## src/rtl/vdp_host_if.sv

```systemverilog
// VDP CPU port: control-byte pairing, auto-increment pointer, VRAM/palette/register writes, read-ahead fetch (req held until ack, 1-cycle issue), latched status/IRQ.
// Optional VDP_HOSTIF_WAIT_EN adds io_wait to stall data-port reads while a fetch is outstanding.
module vdp_host_if #(
    parameter int ADDR_W = 14,
    parameter int NSRC   = 4,
    parameter int PAL_W  = 5
) (
    input  logic              clk,
    input  logic              reset,
    input  logic              io_portsel,
    input  logic [7:0]        io_wrdata,
    input  logic              io_wren,
    input  logic              io_wrdone,
    input  logic              io_rddone,
    output logic [7:0]        io_rddata,
`ifdef VDP_HOSTIF_WAIT_EN
    output logic              io_wait,
`endif
    output logic [ADDR_W-1:0] vram_wraddr,
    output logic [7:0]        vram_wrdata,
    output logic              vram_wren,
    output logic [ADDR_W-1:0] vram_rdaddr,
    output logic              vram_rdreq,
    input  logic              vram_rdack,
    input  logic [7:0]        vram_rddata,
    output logic [PAL_W-1:0]  pal_addr,
    output logic              pal_wren,
    output logic              reg_wr,
    output logic [3:0]        reg_idx,
    output logic [7:0]        reg_data,
    input  logic [NSRC-1:0]   src_pulse,
    input  logic [NSRC-1:0]   irq_en,
    output logic [NSRC-1:0]   status,
    output logic              irq
);

    localparam int PAD = 8 - NSRC;

    typedef enum logic {IDLE, REQ} fetch_st_t;

    fetch_st_t          state_q;
    logic [ADDR_W-1:0]  ptr_q, ptr_d, ptr_inc;
    logic [1:0]         code_q, code_d;
    logic               tgl_q, tgl_d;
    logic [7:0]         first_q, first_d;
    logic [7:0]         rbuf_q;
    logic [NSRC-1:0]    status_q, status_d;
    logic [ADDR_W-1:0]  rdaddr_q, pend_addr_q, sched_addr;
    logic               rdreq_q, pend_q, stale_q;
    logic               reg_wr_q;
    logic [3:0]         reg_idx_q;
    logic [7:0]         reg_data_q;
    logic               sched, reg_pulse;
    logic               ctrl_wr, data_wr, data_done, ctrl_rd_done;

    assign ctrl_wr      = io_wren & io_portsel;
    assign data_wr      = io_wren & ~io_portsel;
    assign data_done    = (io_wrdone | io_rddone) & ~io_portsel;
    assign ctrl_rd_done = io_rddone & io_portsel;
    assign ptr_inc      = ptr_q + ADDR_W'(1);

    always_comb begin
        ptr_d      = ptr_q;
        code_d     = code_q;
        tgl_d      = tgl_q;
        first_d    = first_q;
        sched      = 1'b0;
        sched_addr = ptr_q;
        reg_pulse  = 1'b0;
        if (ctrl_wr) begin
            tgl_d = ~tgl_q;
            if (!tgl_q) begin
                ptr_d[7:0] = io_wrdata;
                first_d    = io_wrdata;
            end else begin
                code_d               = io_wrdata[7:6];
                ptr_d[ADDR_W-1:8]    = io_wrdata[ADDR_W-9:0];
                sched                = (io_wrdata[7:6] == 2'd0);
                reg_pulse            = (io_wrdata[7:6] == 2'd2);
                sched_addr           = ptr_d;
            end
        end
        if (data_done) begin
            ptr_d = ptr_inc;
            tgl_d = 1'b0;
            if (io_rddone) begin
                sched      = 1'b1;
                sched_addr = ptr_inc;
            end
        end
        if (ctrl_rd_done) begin
            tgl_d = 1'b0;
        end
    end

    // A new source pulse outranks the read-clear in the same cycle.
    assign status_d = (status_q & ~{NSRC{ctrl_rd_done}}) | src_pulse;

    always_ff @(posedge clk or posedge reset) begin
        if (reset) begin
            ptr_q    <= '0;
            code_q   <= '0;
            tgl_q    <= 1'b0;
            first_q  <= '0;
            status_q <= '0;
        end else begin
            ptr_q    <= ptr_d;
            code_q   <= code_d;
            tgl_q    <= tgl_d;
            first_q  <= first_d;
            status_q <= status_d;
        end
    end

    always_ff @(posedge clk or posedge reset) begin
        if (reset) begin
            state_q     <= IDLE;
            rdaddr_q    <= '0;
            rdreq_q     <= 1'b0;
            pend_q      <= 1'b0;
            pend_addr_q <= '0;
            stale_q     <= 1'b0;
            rbuf_q      <= '0;
            reg_wr_q    <= 1'b0;
            reg_idx_q   <= '0;
            reg_data_q  <= '0;
        end else begin
            reg_wr_q <= reg_pulse;
            if (reg_pulse) begin
                reg_idx_q  <= io_wrdata[3:0];
                reg_data_q <= first_q;
            end
            if (data_wr) begin
                rbuf_q <= io_wrdata;
            end
            case (state_q)
                IDLE: begin
                    if (sched) begin
                        rdaddr_q <= sched_addr;
                        rdreq_q  <= 1'b1;
                        stale_q  <= 1'b0;
                        state_q  <= REQ;
                    end
                end
                REQ: begin
                    if (data_wr) begin
                        stale_q <= 1'b1;
                    end
                    if (sched) begin
                        pend_q      <= 1'b1;
                        pend_addr_q <= sched_addr;
                    end
                    if (vram_rdack) begin
                        // A superseded fetch returns nothing useful; chain straight into the newest target.
                        if (pend_q || sched) begin
                            rdaddr_q <= sched ? sched_addr : pend_addr_q;
                            pend_q   <= 1'b0;
                            stale_q  <= 1'b0;
                        end else begin
                            if (!stale_q && !data_wr) begin
                                rbuf_q <= vram_rddata;
                            end
                            rdreq_q <= 1'b0;
                            state_q <= IDLE;
                        end
                    end
                end
                default: state_q <= IDLE;
            endcase
        end
    end

    assign io_rddata   = io_portsel ? (8'(status_q) << PAD) : rbuf_q;
    assign vram_wraddr = ptr_q;
    assign vram_wrdata = io_wrdata;
    assign vram_wren   = data_wr & (code_q != 2'd3);
    assign pal_wren    = data_wr & (code_q == 2'd3);
    assign pal_addr    = ptr_q[PAL_W-1:0];
    assign vram_rdaddr = rdaddr_q;
    assign vram_rdreq  = rdreq_q;
    assign reg_wr      = reg_wr_q;
    assign reg_idx     = reg_idx_q;
    assign reg_data    = reg_data_q;
    assign status      = status_q;
    assign irq         = |(status_q & irq_en);

`ifdef VDP_HOSTIF_WAIT_EN
    assign io_wait = ((state_q == REQ) | pend_q) & ~io_portsel & ~io_wren;
`endif

endmodule

```

## config.mk

```make
export PLATFORM = sky130hd
export DESIGN_NAME = vdp_host_if
export DESIGN_NICKNAME = d
export VERILOG_FILES = /design/src/rtl/vdp_host_if.sv
export SDC_FILE = /design/constraint.sdc
export NUM_CORES = 1
export LEC_CHECK = 0
export ABC_CLOCK_PERIOD_IN_PS = 5900
export CAP_MARGIN = 20
export CORE_MARGIN = 2
export CORE_UTILIZATION = 54
export CTS_CLUSTER_SIZE = 10
export DETAILED_ROUTE_END_ITERATION = 6
export PLACE_DENSITY = 0.86
export SLEW_MARGIN = 10
export SYNTH_ARGS = -nofsm -noshare
export SYNTH_HDL_FRONTEND = slang
export SYNTH_SLANG_ARGS = --single-unit
```

## constraint.sdc

```tcl
create_clock -name clk -period 5.9 [get_ports clk]
set_clock_uncertainty 0.05 [all_clocks]
set_input_delay 0.59 -clock clk [delete_from_list [all_inputs] [get_ports clk]]
set_output_delay 0.59 -clock clk [all_outputs]
set_load 0.1 [all_outputs]
```

==> metrics list, run 1 <==
- Across all register-to-register paths, the minimum setup slack is 3230 ps.
* Number of buffers inserted to repair setup after CTS: 0
- For this configuration, the core starts out at a cell density of 0.5626.
- The worst hold path belongs to the class reg2reg.
* Via-to-Cell Ratio: 5.807
- The count of cells in the finished layout, fillers not included, comes to between 600 and 700.
* Cell-by-cell trace of the critical path: clkdlybuf4s50_1 -> nand2b_1 -> a21oi_1 -> clkdlybuf4s50_1
* Count of endpoints failing setup in the final report: 0
- Hold Path Sink: vram_rdaddr[7]$_DFFE_PP0P_
- Setup crit start kind: primary input
- Counting every instance in the synthesized netlist gives between 400 and 500.
- The mapped netlist covers 0.004124 mm².
* Number of design rule violations left after detail routing: 0
* Floorplan core area: ~0.0073 mm²
- Leakage: 2.314 nW
* Max Root-Sink Buffers: 2
* Crit-path max FO: 21
* DR WL/cell: 17.16 µm
* Overall global routing resource usage: 0.2604
- Dominant synthesized flop cell: sky130_fd_sc_hd__dfrtp_1
- Among all stages on the critical path, the largest delay is contributed by sky130_fd_sc_hd__clkdlybuf4s50_1.
- Total length of routed wires: 10690 µm
- Relative to the synthesized area, the layout overhead comes to 28.31%.
* Slew at the pin closest to its max-slew limit: 1101 ps
* Top cell type's share of synthesized area: 0.4976
- Required time at the endpoint of the critical path: 5260 ps
- The run finished with clean final reports.
- Antenna diode count: 0
- Via count of the first global-routing pass: 3450
- The netlist uses 49 different library cells.
- Proportion of power drawn by the clock network: 0.149
* Std cell rows: 31
* Top cell family by delay on the critical path: buffers and inverters
- Seq pwr share: 0.322
- Die Span Y: 91.39 µm
- X dimension of the die: slightly above 90 µm
- For the finished layout, the period the worst path requires is 3986 ps.
- Antenna violations before repair: 0
- Among the stages of the critical path, the cell type that occurs most often is sky130_fd_sc_hd__clkdlybuf4s50_1.
- STA classifies the critical path endpoint as an output port.
- The later pin in the worst-skew pair is clocked with a latency of 360 ps.
* Count of max-cap constraint violations: 0
* # H-tree levels: 3
* Number of buffers inserted during clock tree synthesis: 9
- Share of synthesized area occupied by flip-flops and latches: 0.4976
- Cell type contributing the most total cell area after synthesis: sky130_fd_sc_hd__dfrtp_1
* Endpoint of the lowest-slack register-to-register path: rbuf_q[3]$_DFF_PP0_
- HP Start: vram_rdaddr[7]$_DFFE_PP0P_
* Sw frac: 0.5299
* Maximum vdd drop: 0.0002485 V
- Number of pins exceeding their max-slew limit in the final report: 0
* Remaining global-route overflow: 0
* Total negative slack for setup checks: 0 ps
- TritonCTS clock tree: yes
- The first global-routing pass estimated 17250 µm of wire.
- In this run the critical register-to-register path is launched from tgl_q$_DFFE_PP0P_.
- Number of cells in the design after placement: 605
- Number of nets with antenna violations after detailed routing: 0
- Detailed-routing iteration count for the pre-antenna-repair pass: 5
- For this run, the top clock speed supported by timing is 250.9 MHz.
* Vias after detailed routing: 3618
- Setup repair after global routing missed its margin: no
- Number of top-level pins: about 100
- In the finished design, the share of the clock period the worst path needs comes to 0.6757.
- After clock tree synthesis, the clock-pin slew on the worst setup and hold paths is 80 ps.
* Fraction of synthesis flops using an asynchronous set or reset pin: 1.000
* Post-synth EDFFs: 0
* Number of cells upsized or downsized after cts: 0
- CP Depth: 4
- Once placement finished, the instance area stood at 0.005067 mm².
- Arrival time of the worst setup path: 3350 ps
- Synth Net Count: 473
* Leading cell type by number of instances after synthesis: sky130_fd_sc_hd__dfrtp_1
* Final design instance area without fill: 0.005291 mm²
* DP Wirelength: around 7600 µm
* Part of the total power dissipated in combinational logic: 0.529
- For this run, the number of Yosys warnings is 0.
- Cell internal power was estimated by the tool at between 1 and 1.5 mW.
- Clk root buf: sky130_fd_sc_hd__clkbuf_8
* WS Path Type: in2out
- In the synthesized netlist, the cells that appear most often are sky130_fd_sc_hd__dfrtp_1 (82), sky130_fd_sc_hd__nand2_1 (81), sky130_fd_sc_hd__o21ai_0 (37).
- Hold-fix buffers at CTS: 0
- The number of cells on the worst reg-to-reg path is 5.
- The die covers 0.008352 mm².
- After synthesis, the cell types taking the most area are sky130_fd_sc_hd__dfrtp_1 (50%), sky130_fd_sc_hd__nand2_1 (7.4%), sky130_fd_sc_hd__o21ai_0 (4.5%), sky130_fd_sc_hd__mux2_2 (4.4%), sky130_fd_sc_hd__nor2_1 (3.0%).
- In the final layout, the share of cells above drive strength 1 is 0.09733.
- Routability-driven placement finished with a final weighted congestion of 0.9322.
- Register bit count reported by yosys: 82
* Relative slew slack: 0.2648
* Largest net degree at the start of global routing: 83
- Number of sinks on the clock net: between 80 and 90
- The filler cells instantiated in the layout total approximately 530.
* Switching power: 1.386 mW
* Hold depth: 1
- Post-Syn Area per Cell: 9.351 µm²
- During placement, the flow inserted port buffers numbering 100.
* Max incr delay on CP: 1170 ps
- Number of buffers and inverters on the critical path: 2
- Ratio of total power to cell area: about 490 mW/mm²
* Final nets: 551
* Count of final hold-check violations: 0
- Hold_ws: 435.7 ps
- In this run, the number of DRC markers left after iteration 0 of detailed routing was between 200 and 250.
==> registers in the layout, summed over array words and instances, names as in the netlist <==
register / count
pend_addr_q: 14
reg_wr: 1
reg_data: 8
rbuf_q: 8
status: 4
vram_rdaddr: 14
pend_q: 1
vram_rdreq: 1
reg_idx: 4
first_q: 8
state_q: 1
stale_q: 1
code_q: 2
tgl_q: 1
vram_wraddr: 14
==> worst register-to-register path: stages, from the launching register on <==
cell,delay [ps]
sky130_fd_sc_hd__dfrtp_1,420
sky130_fd_sc_hd__nand3_1,420
sky130_fd_sc_hd__o211ai_1,1040
sky130_fd_sc_hd__nor4_2,190
sky130_fd_sc_hd__clkbuf_4,260
sky130_fd_sc_hd__o21ai_0,210
==> power by group through the flow <==
stage	combinational [mW]	clock [mW]	sequential, mW
after floorplan	0.498	0	1.41
after global placement	1.37	0	0.838
after detailed placement	1.38	0	0.851
after CTS	1.38	0.389	0.841
after global routing	1.44	0.414	0.865
final	1.38	0.389	0.843
==> per-stage QoR <==
| stage | total power, mW | utilization | setup WS (ps) |
|---|---|---|---|
| 2_1_floorplan | 1.912 | - | 2623 |
| 3_3_place_gp | 2.204 | 0.6912 | 1971 |
| 3_5_place_dp | 2.231 | 0.6912 | 1766 |
| 4_1_cts | 2.613 | 0.7170 | 1907 |
| 5_1_grt | 2.720 | 0.7218 | 1771 |
| 6_report | 2.615 | 0.7218 | 1914 |
==> placed cells by master (no fill, tap or decap), drive strengths merged, types with 2 or more instances in the layout <==
master and instances:
a211o 2, or2 2, dfrtp 82, a31oi 6, mux2 16, a211oi 8
nor4 5, o31ai 2, clkbuf 12, clkdlybuf4s50 100, nor3 8, nor2 33
clkinv 3, xnor2 6, a22oi 2, xor2 4, nand3 15, o21ai 38
nor2b 7, nand2b 5, o211ai 2, inv 9, buf 3, nand2 81
mux2i 8, o221a 6, and3 5, a21oi 16, o22ai 4, a21o 9
a221o 4, a311oi 2, clkinvlp 2, nand4 5
==> cell families after synthesis <==
kind of cell    synth area share
flops                     0.4976
fa+ha+maj               0.003033
mux                      0.06311
xor+xnor                 0.02124
simple gates              0.1917
compound gates            0.1672
buf+inv                  0.05613
==> worst max-delay path by stage <==
stage | endpoint | startpoint
after floorplan | vram_wren | io_portsel
after global placement | rbuf_q[7]$_DFF_PP0_ | io_portsel
after detailed placement | rbuf_q[3]$_DFF_PP0_ | io_portsel
after CTS | vram_wren | io_portsel
after global routing | vram_wren | io_portsel
final | vram_wren | io_portsel
==> per-layer routing <==
metal  part of all wire  GRT usage
met5                  0          0
met4              0.023    0.09975
met3              0.073    0.05228
met2               0.47     0.4148
met1               0.44     0.3513
==> final cells by class <==
cell class,instances,area [µm²],area share
sequential,82,2052,0.3878
multi-input combinational,313,1841,0.3478
timing repair buffer,104,1051,0.1986
clock buffer,11,151.4,0.02861
tap,99,123.9,0.02341
clock inverter,5,37.54,0.007094
inverter,9,35.03,0.006621
(Power assumes the default switching activity.)
==> run 2: changes to the inputs <==
--- a/config.mk
+++ b/config.mk
@@ -5,13 +5,13 @@
 export SDC_FILE = /design/constraint.sdc
 export NUM_CORES = 1
 export LEC_CHECK = 0
-export ABC_CLOCK_PERIOD_IN_PS = 5900
+export ABC_CLOCK_PERIOD_IN_PS = 3550
 export CAP_MARGIN = 20
 export CORE_MARGIN = 2
-export CORE_UTILIZATION = 54
+export CORE_UTILIZATION = 45
 export CTS_CLUSTER_SIZE = 10
 export DETAILED_ROUTE_END_ITERATION = 6
-export PLACE_DENSITY = 0.86
+export PLACE_DENSITY = 0.77
 export SLEW_MARGIN = 10
 export SYNTH_ARGS = -nofsm -noshare
 export SYNTH_HDL_FRONTEND = slang
==> constraint.sdc (replaced) <==
create_clock -name clk -period 3.55 [get_ports clk]
set_clock_uncertainty 0.05 [all_clocks]
set_input_delay 0.355 -clock clk [delete_from_list [all_inputs] [get_ports clk]]
set_output_delay 0.355 -clock clk [all_outputs]
set_load 0.1 [all_outputs]
==> run 2 against run 1 <==
Largest cell class unchanged; non-clock buffer count up 7; critical path depth shrank 3; sequential power is 66% higher; count of clock-buffer cells in the layout is 1 lower; clock power rose by 61%; largest power group unchanged; highest routed layer unchanged; critical path type is now reg2out.
==> metrics list, run 2 (synthesis results as in run 1) <==
- After layout, the minimum clock period comes to around 2600 ps.
- On the critical path, the stage with the largest delay is an instance of sky130_fd_sc_hd__clkdlybuf4s50_1.
* Overall global routing resource usage: 0.2265
* Std cell rows: 34
* Die Span Y: 99.73 µm
- Max incr delay on CP: 1220 ps
- The die is between 90 and 100 µm wide.
- For this block, the via count after detailed routing is approximately 3600.
- Remaining global-route overflow: 0
- For this design the static power due to leakage is 2.364 nW.
- The first routing iteration left 410 violations.
* Part of the total power dissipated in combinational logic: 0.532
- Clock transition at the registers of the reported paths: 80 ps
* Sw frac: 0.5335
* DR WL/cell: 17.00 µm
- Antenna diode count: 0
* Antenna violations before repair: 0
- Clk root buf: sky130_fd_sc_hd__clkbuf_8
* Outcome: finished, final reports clean
- Number of top-level pins: slightly above 100
- In this run the worst hold path is classified as in2async.
- The top cell types in the final layout, fill and taps aside, are sky130_fd_sc_hd__dfrtp_1 (82), sky130_fd_sc_hd__nand2_1 (81), sky130_fd_sc_hd__clkdlybuf4s50_1 (81), sky130_fd_sc_hd__o21ai_0 (37), sky130_fd_sc_hd__nor2_1 (33).
- TritonCTS built the clock tree.
- Initial core utilization: 0.4683
- Setup total negative slack on the finished layout was measured at 0 ps.
* Area of the die: 0.009946 mm²
- Final core utilization: 0.6023
- Setup crit end kind: output port
* Total length of routed wires: between 10000 and 15000 µm
- Number of buffers and inverters on the critical path: 1
- Count of max-cap constraint violations: 0
* Fraction of layout cells with a size suffix above 1: 0.1450
* Top cell family by delay on the critical path: buffers and inverters
* Via count of the first global-routing pass: 3562
- Latest clock arrival within the worst-skew pair: 360 ps
* Total internal power: approximately 2 mW
- # H-tree levels: 3
- Port Buffer Count: 100
- Layout overhead on the synthesized area: 28.61%
- Crit-path max FO: 13
- Derived from the worst setup path, the maximum achievable clock frequency is 385.1 MHz.
* Number of pins exceeding their max-slew limit in the final report: 0
- The critical path is of the reg2out type.
- Seq pwr share: 0.323
* Most common cell after layout, fill and taps aside: sky130_fd_sc_hd__dfrtp_1
* Slew at the pin closest to its max-slew limit: 987.8 ps
- Final design instance area without fill: 0.005304 mm²
* Setup repair after global routing missed its margin: no
- Global-route wire length before repair: 17800 µm
- Global placement routability congestion: 0.8645
- Max Root-Sink Buffers: 2
- Detailed placement ended at an HPWL of 7747 µm.
- Once placement finished, the instance area stood at around 0.0051 mm².
- The worst setup path is launched from a register.
- After detailed routing, the number of vias per cell comes to 5.710.
* Number of sinks on the clock net: 82
- Maximum vdd drop: roughly 0.00038 V
- Ratio of total power to cell area: 816.4 mW/mm²
- The worst path meets setup with 953.4 ps of slack.
- Before CTS, the worst setup slack after placement is between 700 and 800 ps.
- Final nets: 558
- Count of endpoints failing setup in the final report: 0
* Cell-by-cell trace of the critical path: clkdlybuf4s50_1
* Number of cells upsized or downsized after cts: 0
- In this run the power spent charging and discharging nets is around 2.3 mW.
- The first detailed-routing pass ran for 5 iterations.
* Count of final hold-check violations: 0
- Fill cell total of the finished layout: 765
- Entering global routing, the biggest net connects 60 pins.
- Number of buffers inserted to repair setup after CTS: 0
- Crit share post-route: 0.7314
* Arrival time of the worst setup path: roughly 2200 ps
* Floorplan core area: a little under 0.009 mm²
* Hold-fix buffers at CTS: 0
* Required time at the endpoint of the critical path: 3140 ps
* Relative slew slack: 0.3394
- Number of design rule violations left after detail routing: 0
- TritonCTS created 9 clock buffers.
- Proportion of power drawn by the clock network: 0.145
- In this run the remaining antenna-violating nets after routing total 0.
-- run 2: changes by cell type in the layout (fill, tap and decap cells not counted) --
| cell | before | now |
|---|---|---|
| sky130_fd_sc_hd__clkbuf_4 | 1 | 0 |
| sky130_fd_sc_hd__clkbuf_8 | 11 | 10 |
| sky130_fd_sc_hd__buf_12 | 0 | 2 |
| sky130_fd_sc_hd__inv_6 | 1 | 0 |
| sky130_fd_sc_hd__clkinv_4 | 1 | 2 |
| sky130_fd_sc_hd__buf_16 | 1 | 0 |
| sky130_fd_sc_hd__clkinv_2 | 2 | 3 |
| sky130_fd_sc_hd__clkdlybuf4s50_1 | 100 | 81 |
| sky130_fd_sc_hd__buf_4 | 2 | 28 |
-- run 2: metrics by stage --
stage | hold WS [ps] | instances | power, mW
after floorplan | 368.1 | 441 | 3.178
after global placement | 406.8 | 622 | 3.671
after detailed placement | 408.7 | 622 | 3.714
after CTS | 429.6 | 638 | 4.336
after global routing | 285.8 | 639 | 4.514
final | 249.9 | 639 | 4.330
-- run 2: power groups by stage --
stage	clock [mW]	combinational (mW)	sequential, mW
2_1_floorplan	0	0.828	2.35
6_report	0.628	2.30	1.40
4_1_cts	0.635	2.30	1.40
5_1_grt	0.673	2.40	1.44
3_5_place_dp	0	2.30	1.42
3_3_place_gp	0	2.27	1.40
-- run 2: final cells by class --
type / instances / area (µm²) / share of cell area
multi-input cells: 313 / 1841 / 0.3470
clock inverters: 6 / 42.54 / 0.008021
clock buffers: 10 / 137.6 / 0.02595
well taps: 108 / 135.1 / 0.02548
inverters: 9 / 35.03 / 0.006605
repair buffers: 111 / 1061 / 0.2000
flip-flops and latches: 82 / 2052 / 0.3869
-- run 2: layer usage --
| metal | up-vias | track usage | part of all wire |
|---|---|---|---|
| li1 | 1704 | - | - |
| met1 | 1742 | 0.3095 | 0.43 |
| met2 | 182 | 0.3607 | 0.47 |
| met3 | 21 | 0.03584 | 0.073 |
| met4 | 0 | 0.09484 | 0.021 |
| met5 | - | 0 | 0 |
-- run 2: worst paths after layout --
path / startpoint / to / slack (ps) / depth (start not counted)
worst max-delay path: vram_wraddr[4]$_DFFE_PP0P_ / pal_addr[4] / 950 / 1
min in group clk: pend_addr_q[12]$_DFFE_PP0P_ / pend_addr_q[12]$_DFFE_PP0P_ / 430 / 1
worst max register to register: vram_wraddr[0]$_DFFE_PP0P_ / vram_rdaddr[12]$_DFFE_PP0P_ / 1100 / 6
worst min-delay path: reset / vram_rdaddr[0]$_DFFE_PP0P_ / 250 / 2
worst min register to register: pend_addr_q[12]$_DFFE_PP0P_ / pend_addr_q[12]$_DFFE_PP0P_ / 430 / 1
max in group asynchronous: reset / reg_idx[1]$_DFFE_PP0P_ / 2430 / 4
